## src/rtl/noc_pkg.sv

```systemverilog
// rtl/noc_pkg.sv - shared types and constants for the QDI flit transmitter
// Contents:
//   state_t      : transmitter FSM states (data phase *_D, spacer phase *_S)
//   RAIL0..RAIL3 : rail index of each 1-of-4 digit value
//   X_LO..Y_HI   : digit positions of the destination fields in the head flit
//   head_digits  : packs dst_x/dst_y into the low four digits of a head flit
package noc_pkg;

  typedef enum logic [2:0] {
    IDLE,
    HEAD_D,
    HEAD_S,
    DATA_D,
    DATA_S,
    EOF_D,
    EOF_S
  } state_t;

  localparam int RAIL0 = 0;
  localparam int RAIL1 = 1;
  localparam int RAIL2 = 2;
  localparam int RAIL3 = 3;

  localparam int X_LO = 0;
  localparam int X_HI = 1;
  localparam int Y_LO = 2;
  localparam int Y_HI = 3;

  // Head flit value: remaining digits are zero, i.e. rail 0 high after encoding.
  function automatic logic [7:0] head_digits(input logic [3:0] dx, input logic [3:0] dy);
    logic [7:0] h;
    h = '0;
    h[2*X_LO +: 2] = dx[1:0];
    h[2*X_HI +: 2] = dx[3:2];
    h[2*Y_LO +: 2] = dy[1:0];
    h[2*Y_HI +: 2] = dy[3:2];
    return h;
  endfunction

endpackage

```

## src/rtl/ni_tx_if.sv

```systemverilog
// rtl/ni_tx_if.sv - payload word handshake between a word source and ni_tx
// Signals:
//   in_valid/in_ready : word handshake, transfer when both high at a clk edge
//   in_data, in_last  : payload word and end-of-frame marker
//   dst_x, dst_y      : destination, only meaningful on the first word of a frame
// Modports: master = word source, slave = ni_tx.
interface ni_tx_if #(
  parameter int DW = 16
);
  logic          in_valid;
  logic          in_ready;
  logic [DW-1:0] in_data;
  logic          in_last;
  logic [3:0]    dst_x;
  logic [3:0]    dst_y;

  modport master (output in_valid, in_data, in_last, dst_x, dst_y, input in_ready);
  modport slave  (input in_valid, in_data, in_last, dst_x, dst_y, output in_ready);
endinterface

```

## src/rtl/ni_tx_dr_enc.sv

```systemverilog
// rtl/ni_tx_dr_enc.sv - combinational binary to 1-of-4 digit encoder
// Ports:
//   word   : 2*SCN-bit binary value, digit k is word[2k+1:2k]
//   r0..r3 : rail k of each output is high iff digit k equals the rail index
module dr_enc
  import noc_pkg::*;
#(
  parameter int SCN = 8
) (
  input  logic [2*SCN-1:0] word,
  output logic [SCN-1:0]   r0,
  output logic [SCN-1:0]   r1,
  output logic [SCN-1:0]   r2,
  output logic [SCN-1:0]   r3
);

  logic [3:0] oh;

  always_comb begin
    r0 = '0;
    r1 = '0;
    r2 = '0;
    r3 = '0;
    oh = '0;
    for (int k = 0; k < SCN; k++) begin
      oh    = 4'b0001 << word[2*k +: 2];
      r0[k] = oh[RAIL0];
      r1[k] = oh[RAIL1];
      r2[k] = oh[RAIL2];
      r3[k] = oh[RAIL3];
    end
  end

endmodule

```

## src/rtl/ni_tx.sv

```systemverilog
// rtl/ni_tx.sv - synchronous word source to 5-rail four-phase QDI flit channel
// Ports:
//   clk, rst_n  : clock, synchronous active-low reset
//   up          : word handshake (ni_tx_if slave)
//   o0..o3      : 1-of-4 data rails, one bit per digit
//   o4          : eof rail
//   ia          : asynchronous channel ack from the router
//   busy        : frame in progress
//   frame_done  : one-cycle pulse when the EOF handshake completes
module ni_tx
  import noc_pkg::*;
#(
  parameter int DW   = 16,
  parameter int SCN  = DW/2,
  parameter int SYNC = 2
) (
  input  logic           clk,
  input  logic           rst_n,
  ni_tx_if.slave         up,
  output logic [SCN-1:0] o0,
  output logic [SCN-1:0] o1,
  output logic [SCN-1:0] o2,
  output logic [SCN-1:0] o3,
  output logic           o4,
  input  logic           ia,
  output logic           busy,
  output logic           frame_done
);

  state_t          state;
  logic [SYNC-1:0] ack_sync;
  logic [SYNC-2:0] warm;
  logic            ack_s;
  logic            ack_nxt;
  logic [DW-1:0]   data_q;
  logic            last_q;
  logic            rdy_q;
  logic [DW-1:0]   enc_in;
  logic [SCN-1:0]  e0, e1, e2, e3;

  assign ack_s       = ack_sync[SYNC-1];
  // ack_s as it will be after the coming edge; lets in_ready be a flop that
  // still equals ~ack_s in the cycle it is presented.
  assign ack_nxt     = ack_sync[SYNC-2];
  assign up.in_ready = rdy_q;

  // Encoder input is whatever the next data phase will show: the head built
  // from the live destination in IDLE, the live word in DATA_S, else the held word.
  // The destination needs no holding register because the head rails hold it.
  always_comb begin
    enc_in = data_q;
    if (state == IDLE)
      enc_in = DW'(head_digits(up.dst_x, up.dst_y));
    else if (state == DATA_S)
      enc_in = up.in_data;
  end

  dr_enc #(.SCN(SCN)) u_enc (
    .word (enc_in),
    .r0   (e0),
    .r1   (e1),
    .r2   (e2),
    .r3   (e3)
  );

  always_ff @(posedge clk) begin
    if (!rst_n) begin
      state      <= IDLE;
      ack_sync   <= '0;
      warm       <= '0;
      data_q     <= '0;
      last_q     <= 1'b0;
      rdy_q      <= 1'b0;
      busy       <= 1'b0;
      frame_done <= 1'b0;
      o0         <= '0;
      o1         <= '0;
      o2         <= '0;
      o3         <= '0;
      o4         <= 1'b0;
    end else begin
      ack_sync   <= {ack_sync[SYNC-2:0], ia};
      // Shifts in ones; the top bit marks that the synchroniser now carries
      // post-reset samples of ia, so an ack still high from before reset is seen.
      warm       <= ~(~warm << 1);
      frame_done <= 1'b0;
      rdy_q      <= 1'b0;
      case (state)
        IDLE: begin
          if (up.in_valid && rdy_q) begin
            data_q <= up.in_data;
            last_q <= up.in_last;
            o0     <= e0;
            o1     <= e1;
            o2     <= e2;
            o3     <= e3;
            busy   <= 1'b1;
            state  <= HEAD_D;
          end else begin
            rdy_q <= ~ack_nxt & warm[SYNC-2];
          end
        end
        HEAD_D: if (ack_s) begin
          {o3, o2, o1, o0} <= '0;
          state            <= HEAD_S;
        end
        HEAD_S: if (!ack_s) begin
          o0    <= e0;
          o1    <= e1;
          o2    <= e2;
          o3    <= e3;
          state <= DATA_D;
        end
        DATA_D: if (ack_s) begin
          {o3, o2, o1, o0} <= '0;
          rdy_q            <= ~ack_nxt & ~last_q;
          state            <= DATA_S;
        end
        DATA_S: begin
          if (!ack_s && last_q) begin
            o4    <= 1'b1;
            state <= EOF_D;
          end else if (up.in_valid && rdy_q) begin
            // rdy_q high here already implies ack_s low and no last pending.
            data_q <= up.in_data;
            last_q <= up.in_last;
            o0     <= e0;
            o1     <= e1;
            o2     <= e2;
            o3     <= e3;
            state  <= DATA_D;
          end else begin
            rdy_q <= ~ack_nxt & ~last_q;
          end
        end
        EOF_D: if (ack_s) begin
          o4    <= 1'b0;
          state <= EOF_S;
        end
        EOF_S: if (!ack_s) begin
          frame_done <= 1'b1;
          busy       <= 1'b0;
          rdy_q      <= ~ack_nxt;
          state      <= IDLE;
        end
        default: state <= IDLE;
      endcase
    end
  end

endmodule

```

## src/flat_wrapper.sv

```systemverilog
// flat-port wrapper written by rule: the top's interface ports become plain ports
module ni_tx_flat import noc_pkg::*;
#(
  parameter int DW   = 16,
  parameter int SCN  = DW/2,
  parameter int SYNC = 2
)
  (clk, rst_n, o0, o1, o2, o3, o4, ia, busy, frame_done, up_in_valid, up_in_data, up_in_last, up_dst_x, up_dst_y, up_in_ready);
  ni_tx_if #(.DW(DW)) up_i ();
  input  logic clk;
  input  logic rst_n;
  output logic [SCN-1:0] o0;
  output logic [SCN-1:0] o1;
  output logic [SCN-1:0] o2;
  output logic [SCN-1:0] o3;
  output logic o4;
  input  logic ia;
  output logic busy;
  output logic frame_done;
  input wire logic [$bits(up_i.in_valid)-1:0] up_in_valid;
  input wire logic [$bits(up_i.in_data)-1:0] up_in_data;
  input wire logic [$bits(up_i.in_last)-1:0] up_in_last;
  input wire logic [$bits(up_i.dst_x)-1:0] up_dst_x;
  input wire logic [$bits(up_i.dst_y)-1:0] up_dst_y;
  output wire logic [$bits(up_i.in_ready)-1:0] up_in_ready;
  assign up_i.in_valid = up_in_valid;
  assign up_i.in_data = up_in_data;
  assign up_i.in_last = up_in_last;
  assign up_i.dst_x = up_dst_x;
  assign up_i.dst_y = up_dst_y;
  assign up_in_ready = up_i.in_ready;
  ni_tx #(.DW(DW), .SCN(SCN), .SYNC(SYNC)) u_core (.clk(clk), .rst_n(rst_n), .up(up_i), .o0(o0), .o1(o1), .o2(o2), .o3(o3), .o4(o4), .ia(ia), .busy(busy), .frame_done(frame_done));
endmodule
```

## config.mk

```make
export PLATFORM = sky130hd
export DESIGN_NAME = ni_tx_flat
export DESIGN_NICKNAME = d
export VERILOG_FILES = /design/src/rtl/noc_pkg.sv /design/src/rtl/ni_tx_if.sv /design/src/rtl/ni_tx_dr_enc.sv /design/src/rtl/ni_tx.sv /design/src/flat_wrapper.sv
export SDC_FILE = /design/constraint.sdc
export NUM_CORES = 1
export LEC_CHECK = 0
export ABC_CLOCK_PERIOD_IN_PS = 2500
export BUFFER_PORTS_ARGS = -buffer_cell sky130_fd_sc_hd__buf_2
export CELL_PAD_IN_SITES_DETAIL_PLACEMENT = 1
export CELL_PAD_IN_SITES_GLOBAL_PLACEMENT = 2
export CORE_UTILIZATION = 35
export DETAILED_ROUTE_END_ITERATION = 12
export GPL_TIMING_DRIVEN = 1
export PLACE_DENSITY = 0.83
export SETUP_SLACK_MARGIN = 0.5
export SLEW_MARGIN = 10
export SYNTH_ARGS = -nofsm -noshare
export SYNTH_HDL_FRONTEND = slang
export SYNTH_SLANG_ARGS = --single-unit
export TNS_END_PERCENT = 1
```

## constraint.sdc

```tcl
create_clock -name clk -period 2.5 [get_ports clk]
set_input_delay 0.25 -clock clk [delete_from_list [all_inputs] [get_ports clk]]
set_output_delay 0.25 -clock clk [all_outputs]
set_load 0.02 [all_outputs]
```

; Yosys cells after proc, flatten, opt, wreduce, memory -nomap -nowiden
; Index checks and enable logic that the tools add are counted.
[op_classes]
addsub = 0
multipliers = 0
div = 0
n_lt_le_gt_ge = 0
n_eq_ne = 16
n_shift = 8
n_mux = 48
bitwise = 4
n_reduce_logical = 15
[ops]
columns = op, count
row1 = $pmux W8 S4, 4
row2 = $mux W8, 13
row3 = $mux W16, 4
row4 = $pmux W16 S2, 1
row5 = $shl A1 B2 Y4 const A, 8
row6 = $mux W3, 8
row7 = $pmux W3 S7, 1
row8 = $mux W1, 13
row9 = $ne A2 B2 Y1 const B, 5
row10 = $eq A3 B3 Y1 const B, 3
row11 = $ne A2 B1 Y1 const B, 4
row12 = $reduce_and A7 Y1, 1
row13 = $eq A3 B2 Y1 const B, 2
row14 = $pmux W1 S2, 3
row15 = $reduce_and A3 Y1, 2
row16 = $reduce_bool A2 Y1, 3
row17 = $pmux W1 S4, 1
row18 = $reduce_and A2 Y1, 2
row19 = $reduce_and A4 Y1, 1
row20 = $reduce_bool A4 Y1, 1
row21 = $eq A3 B1 Y1 const B, 1
row22 = $logic_not A3 Y1, 1
row23 = $ne A3 B3 Y1 const B, 1
row24 = $and A1 B1 Y1, 2
row25 = 4 further kinds, 6
[totals]
regBits = 59
latch_bits = 0
ram_bits = 0
rom_bits = 0
inputBits = 29
output_inout_bits = 36
wordCells = 104
memories = 0

; Depth between registers and ports, before layout
[depth]
ltp_word = 7
depth_mapped = 7
ltp_nobuf = 4

; Modules after synthesis
; From an unflattened synthesis, not the netlist that was laid out.
[hier_totals]
cells_unflattened = 373
hier_area_um2 = 3001.6
[modules_own_cells]
columns = mod, n_inst, cells_each, area_each_um2, seq_area_each_um2
row1 = ni_tx, 1, 341, 2771.4, 1181.1
row2 = dr_enc, 1, 32, 230.2, 0.0

; Least setup slack after synthesis
; No wires, ideal clock.
[synth_timing]
kind = register to register
start = register u_core.state[0]
end = register u_core.data_q[10]
setup_ns = 0.116
t_arrival_ns = 1.550
required_time_ns = 2.384
path_slack_ns = 0.834
stages_incl_launch_ff = 8
n_path_buf = 3
synth_period_minus_slack_ns = 1.666
cell_sequence = dfxtp_1 -> buf_2 -> or3b_1 -> o2111ai_2 -> buf_6 -> buf_8 -> mux2i_1 -> nor2b_1
[synth_via]
elab_chain_len = 3
elab_cells_between_ends = 6
cone_classes = eq/ne: 2 / mux: 1 / reduce/logical: 3
[synth_rtl]
columns = item, line_no
row1 = "start, declared", ni_tx.sv:30  ; state_t state;
row2 = "start signal, assigned", ni_tx.sv:68  ; state <= IDLE;
row3 = "start signal, assigned", ni_tx.sv:98  ; state <= HEAD_D;
row4 = "start signal, assigned", ni_tx.sv:105  ; state <= HEAD_S;
row5 = $eq A3 B3 Y1 / $logic_not A3 Y1 (equally long branches), ni_tx.sv:88  ; case (state)
row6 = $ne A2 B2 Y1 (no source line) / $reduce_bool A2 Y1 (equally long branches), n/a
row7 = $reduce_and A2 Y1 (no source line), n/a
row8 = "end signal, assigned", ni_tx.sv:91  ; data_q <= up.in_data;
row9 = "end signal, assigned", ni_tx.sv:125  ; data_q <= up.in_data;
row10 = "end, declared", ni_tx.sv:35  ; logic [DW-1:0] data_q;
; Several ways; a longest one is shown, not always the timed one.
; A chain may end at the register's enable or synchronous reset.

; Worst setup path after layout
[layout_timing]
start = register u_core.state[1]
end = register u_core.o3[6]
[layout_via]
elab_chain_len = 7
elab_cells_between_ends = 18
cone_classes = eq/ne: 7 / shift: 1 / mux: 6 / reduce/logical: 4
[layout_rtl]
columns = item, line_no
row1 = $eq A3 B3 Y1, "ni_tx.sv:54, ni_tx.sv:88"
row2 = $mux W16, ni_tx.sv:54  ; else if (state == DATA_S)
row3 = $mux W16, ni_tx.sv:52  ; if (state == IDLE)
row4 = $shl A1 B2 Y4, ni_tx_dr_enc.sv:26  ; oh = 4'b0001 << word[2*k +: 2];
row5 = $mux W8, "ni_tx.sv:90, ni_tx.sv:123"
row6 = $mux W8, ni_tx.sv:120  ; if (!ack_s && last_q) begin
row7 = $pmux W8 S4, ni_tx.sv:88
row8 = "end signal, assigned", ni_tx.sv:96  ; o3 <= e3;
row9 = "end signal, assigned", ni_tx.sv:104  ; {o3, o2, o1, o0} <= '0;
row10 = "end signal, assigned", ni_tx.sv:130  ; o3 <= e3;
row11 = "end, declared", ni_tx.sv:23  ; output logic [SCN-1:0] o3,
; Several ways; a longest one is shown, not always the timed one. The select of a mux whose other input is x is not followed.

==> reports/metrics.cfg <==
[clock_network]
cts_setup_buffers=0
hold_buffers=0
cts_sinks=59
cts_tree=done
h-tree-depth=3
clk_latency_ns=0.35
cts_buffer_depth=2
clk_pin_slew_ns=0.07
cts_buffers=9
root_buffer=clkbuf_8

[power_and_ir_drop]
seq_power_share=0.424
power_frac_clock=0.475
swShare=0.245
leakagePower_nw=1.64
pwr-share-comb=0.100
vdd_ir_drop_max_uv=235
p_sw_mw=0.567
p_int_mw=1.75
p_per_area_mw_per_mm2=609

[die]
io_pins=65
chipHeight_um=96.3
dieArea_mm2=0.00928
die_w_um=96.3
coreArea_mm2=0.00868
initial_core_util=0.359
num_rows=34

[sta]
rsz0062_at_grt=yes
finalCritPeriodShare=0.759
layout_min_cycle_time_ns=1.90
clock_skew_ns=0.00978
drv_slew=0
hold_ws_ns=0.105
setup_viol=0
worstMarginPinSlew_ns=0.535
finalHoldViolCount=0
layout_setup_ws_ns=0.604
slew_headroom=0.643
max_freq_ghz=0.527
tns_ns=0

[setup_path]
crit_cells=6
cpPeakStageDelay_ns=0.47
cp_num_buf_inv=2
worst_setup_path_end_kind=register
crit_type=reg2reg
r2r.worst_path.cells=6
critPathSlowestCell=dfxtp_2
crit_chain=buf_4 > nand4bb_1 > a21o_1 > buf_4 > nand2_1 > a32o_1
crit_fanout=31
critPathTopFamily=buffers and inverters
cp_data_arrival_time_ns=2.14
worst_setup_path_start_kind=register
cpMostUsedCell=buf_4
worst-endpoint-required_ns=2.74

[logic_synthesis]
synth-edff-count=0
synth-main-ff-cell=dfxtp_1
netlist_area_mm2=0.00312
ys_seq_elements=59
async_flop_share=0
syn_nets=384
netlist_instances=355
synth_cell_types=47
yosys_warnings=0
yosysSeqAreaShare=0.379
postSynthAreaPerCell_um2=8.78

[global_routing]
groute.usage.overall=0.227
grt_max_degree=64
grt_pass1_wl_um=15600
gr-total-overflow=0
antenna_found_initial=0
grt_pass1_vias=2998

[detailed_routing]
final_antenna_net_count=0
post_drt_wl_per_cell_um=18.3
detail_route.first_pass.iterations=6
drt_iter0_drc=95
vias_per_cell=5.68
drc=0
vias=2975
routed_wl_um=9600

[worst_hold_path]
hold_path.class=in2reg
hold_depth=2

[placed_design]
port_buffers=64
dpl_cell_area_mm2=0.00354
place_ws_ns=0.465
routabilityCongestion=0.753
dpl.hpwl_um=6880

[final_layout]
finalCoreUtilization=0.437
area_delta_synth_final_pct=21.8
final_cell_area_mm2=0.00380
diodes=0
drive_gt1_frac=0.255
fin_nets=440

[job]
maxCapViolations=0

[run_status]
status=complete, no violations

-- through the flow --
stage / power, mW / std cells
floorplan: 1.15 / 355
global placement: 1.23 / 508
detailed placement: 1.24 / 508
CTS: 2.32 / 524
global route: 2.40 / 524
finish: 2.31 / 524
-- final timing paths --
| check | from | end | slack (ns) |
|---|---|---|---|
| min reg2reg | u_core.ack_sync[0] | u_core.up.in_ready | 0.42 |
| min | ia | u_core.ack_sync[0] | 0.10 |
| max | u_core.state[1] | u_core.o3[6] | 0.60 |
| max reg2reg | u_core.state[1] | u_core.o3[6] | 0.60 |
-- synthesized netlist by cell type (2+ instances only) --
library cell / number / area share
o21ai_0: 47 / 0.076
o221ai_1: 3 / 0.0084
nor2_1: 7 / 0.0084
mux2_2: 4 / 0.014
nand2b_1: 6 / 0.012
and2_1: 2 / 0.0040
a21boi_1: 26 / 0.063
nand2_1: 16 / 0.019
nand3_1: 3 / 0.0048
o211ai_1: 3 / 0.0072
a22oi_1: 2 / 0.0048
nor2b_1: 20 / 0.040
and3_1: 4 / 0.0080
a211o_1: 3 / 0.0084
nand4_1: 26 / 0.052
and3b_1: 5 / 0.014
clkbuf_1: 24 / 0.029
o21a_1: 9 / 0.022
buf_2: 10 / 0.016
a21o_1: 2 / 0.0048
dfxtp_1: 59 / 0.38
a222oi_1: 3 / 0.0096
a21oi_1: 12 / 0.019
a41o_1: 4 / 0.013
nand3b_1: 5 / 0.012
a32o_1: 4 / 0.013
inv_1: 4 / 0.0048
o211a_1: 2 / 0.0064
mux2i_1: 22 / 0.071
-- logic make-up (layout without fill, tap and decap cells) --
kind of cell              Yosys count  after routing  share of synthesized area
DFF                                59             59                      0.379
and+or+nand+nor                   101            101                      0.194
muxes                              26             26                     0.0851
buffers and inverters              40            101                     0.0582
AOI/OAI and AO/OA                 128            128                      0.281
xor gates and xnor gates            1              1                    0.00281
-- registers in the layout (all words and copies together) (netlist names) --
register	count
u_core.last_q	1
u_core.up.in_ready	1
u_core.data_q	16
u_core.o4	1
u_core.o3	8
u_core.warm	1
u_core.o2	8
u_core.o1	8
u_core.ack_sync	2
u_core.busy	1
u_core.state	3
u_core.o0	8
u_core.frame_done	1
-- per-layer routing --
layer  track usage  share of wire  vias up
met5             0              0        -
met4        0.0784          0.011        0
met3        0.0387          0.033        9
met2         0.395           0.50       61
met1         0.280           0.46     1454
li1              -              -     1451
-- power by group through the flow --
| stage | clock [mW] | combinational, mW | sequential, mW |
|---|---|---|---|
| after CTS | 1.11 | 0.233 | 0.982 |
| final | 1.10 | 0.232 | 0.982 |
| after global routing | 1.16 | 0.257 | 0.985 |
| after floorplan | 0 | 0.137 | 1.01 |
| after detailed placement | 0 | 0.232 | 1.00 |
| after global placement | 0 | 0.226 | 1.00 |
-- what timing repair did --
action / 4_1_cts / 5_1_grt
endpoints found under the setup margin: 22 / 49
cloned: 0 / 0
gates resized for setup: 1 / 3
-- area by class of cell --
| cell class | instances | area, um^2 |
|---|---|---|
| Fill cell | 1056 | 4880 |
| Timing Repair Buffer | 81 | 460 |
| Tap cell | 108 | 135 |
| Inverter | 4 | 15.0 |
| Clock buffer | 11 | 141 |
| Multi-Input combinational cell | 256 | 1760 |
| Clock inverter | 5 | 100 |
| Sequential cell | 59 | 1180 |
-- cells in the final DEF (no fill, tap or decap), drive strengths merged, types with 3 or more instances in the layout --
master | Yosys | routed
a211o | 3 | 3
a21boi | 26 | 26
a21oi | 12 | 12
a222oi | 3 | 3
a32o | 4 | 4
a41o | 4 | 4
and3 | 4 | 4
and3b | 5 | 5
buf | 12 | 81
bufinv | 0 | 3
clkbuf | 24 | 11
dfxtp | 59 | 59
inv | 4 | 4
mux2 | 4 | 4
mux2i | 22 | 22
nand2 | 16 | 16
nand2b | 6 | 6
nand3 | 3 | 3
nand3b | 5 | 5
nand4 | 26 | 26
nor2 | 7 | 7
nor2b | 20 | 20
o211ai | 3 | 3
o21a | 9 | 9
o21ai | 47 | 47
o221ai | 3 | 3
-- worst reg2reg max path, stage by stage (launching register included) --
cell	delay (ns)
dfxtp_2	0.47
buf_4	0.25
nand4bb_1	0.23
a21o_1	0.14
buf_4	0.31
nand2_1	0.13
a32o_1	0.26
No activity file was read; power rests on OpenSTA's default activity.
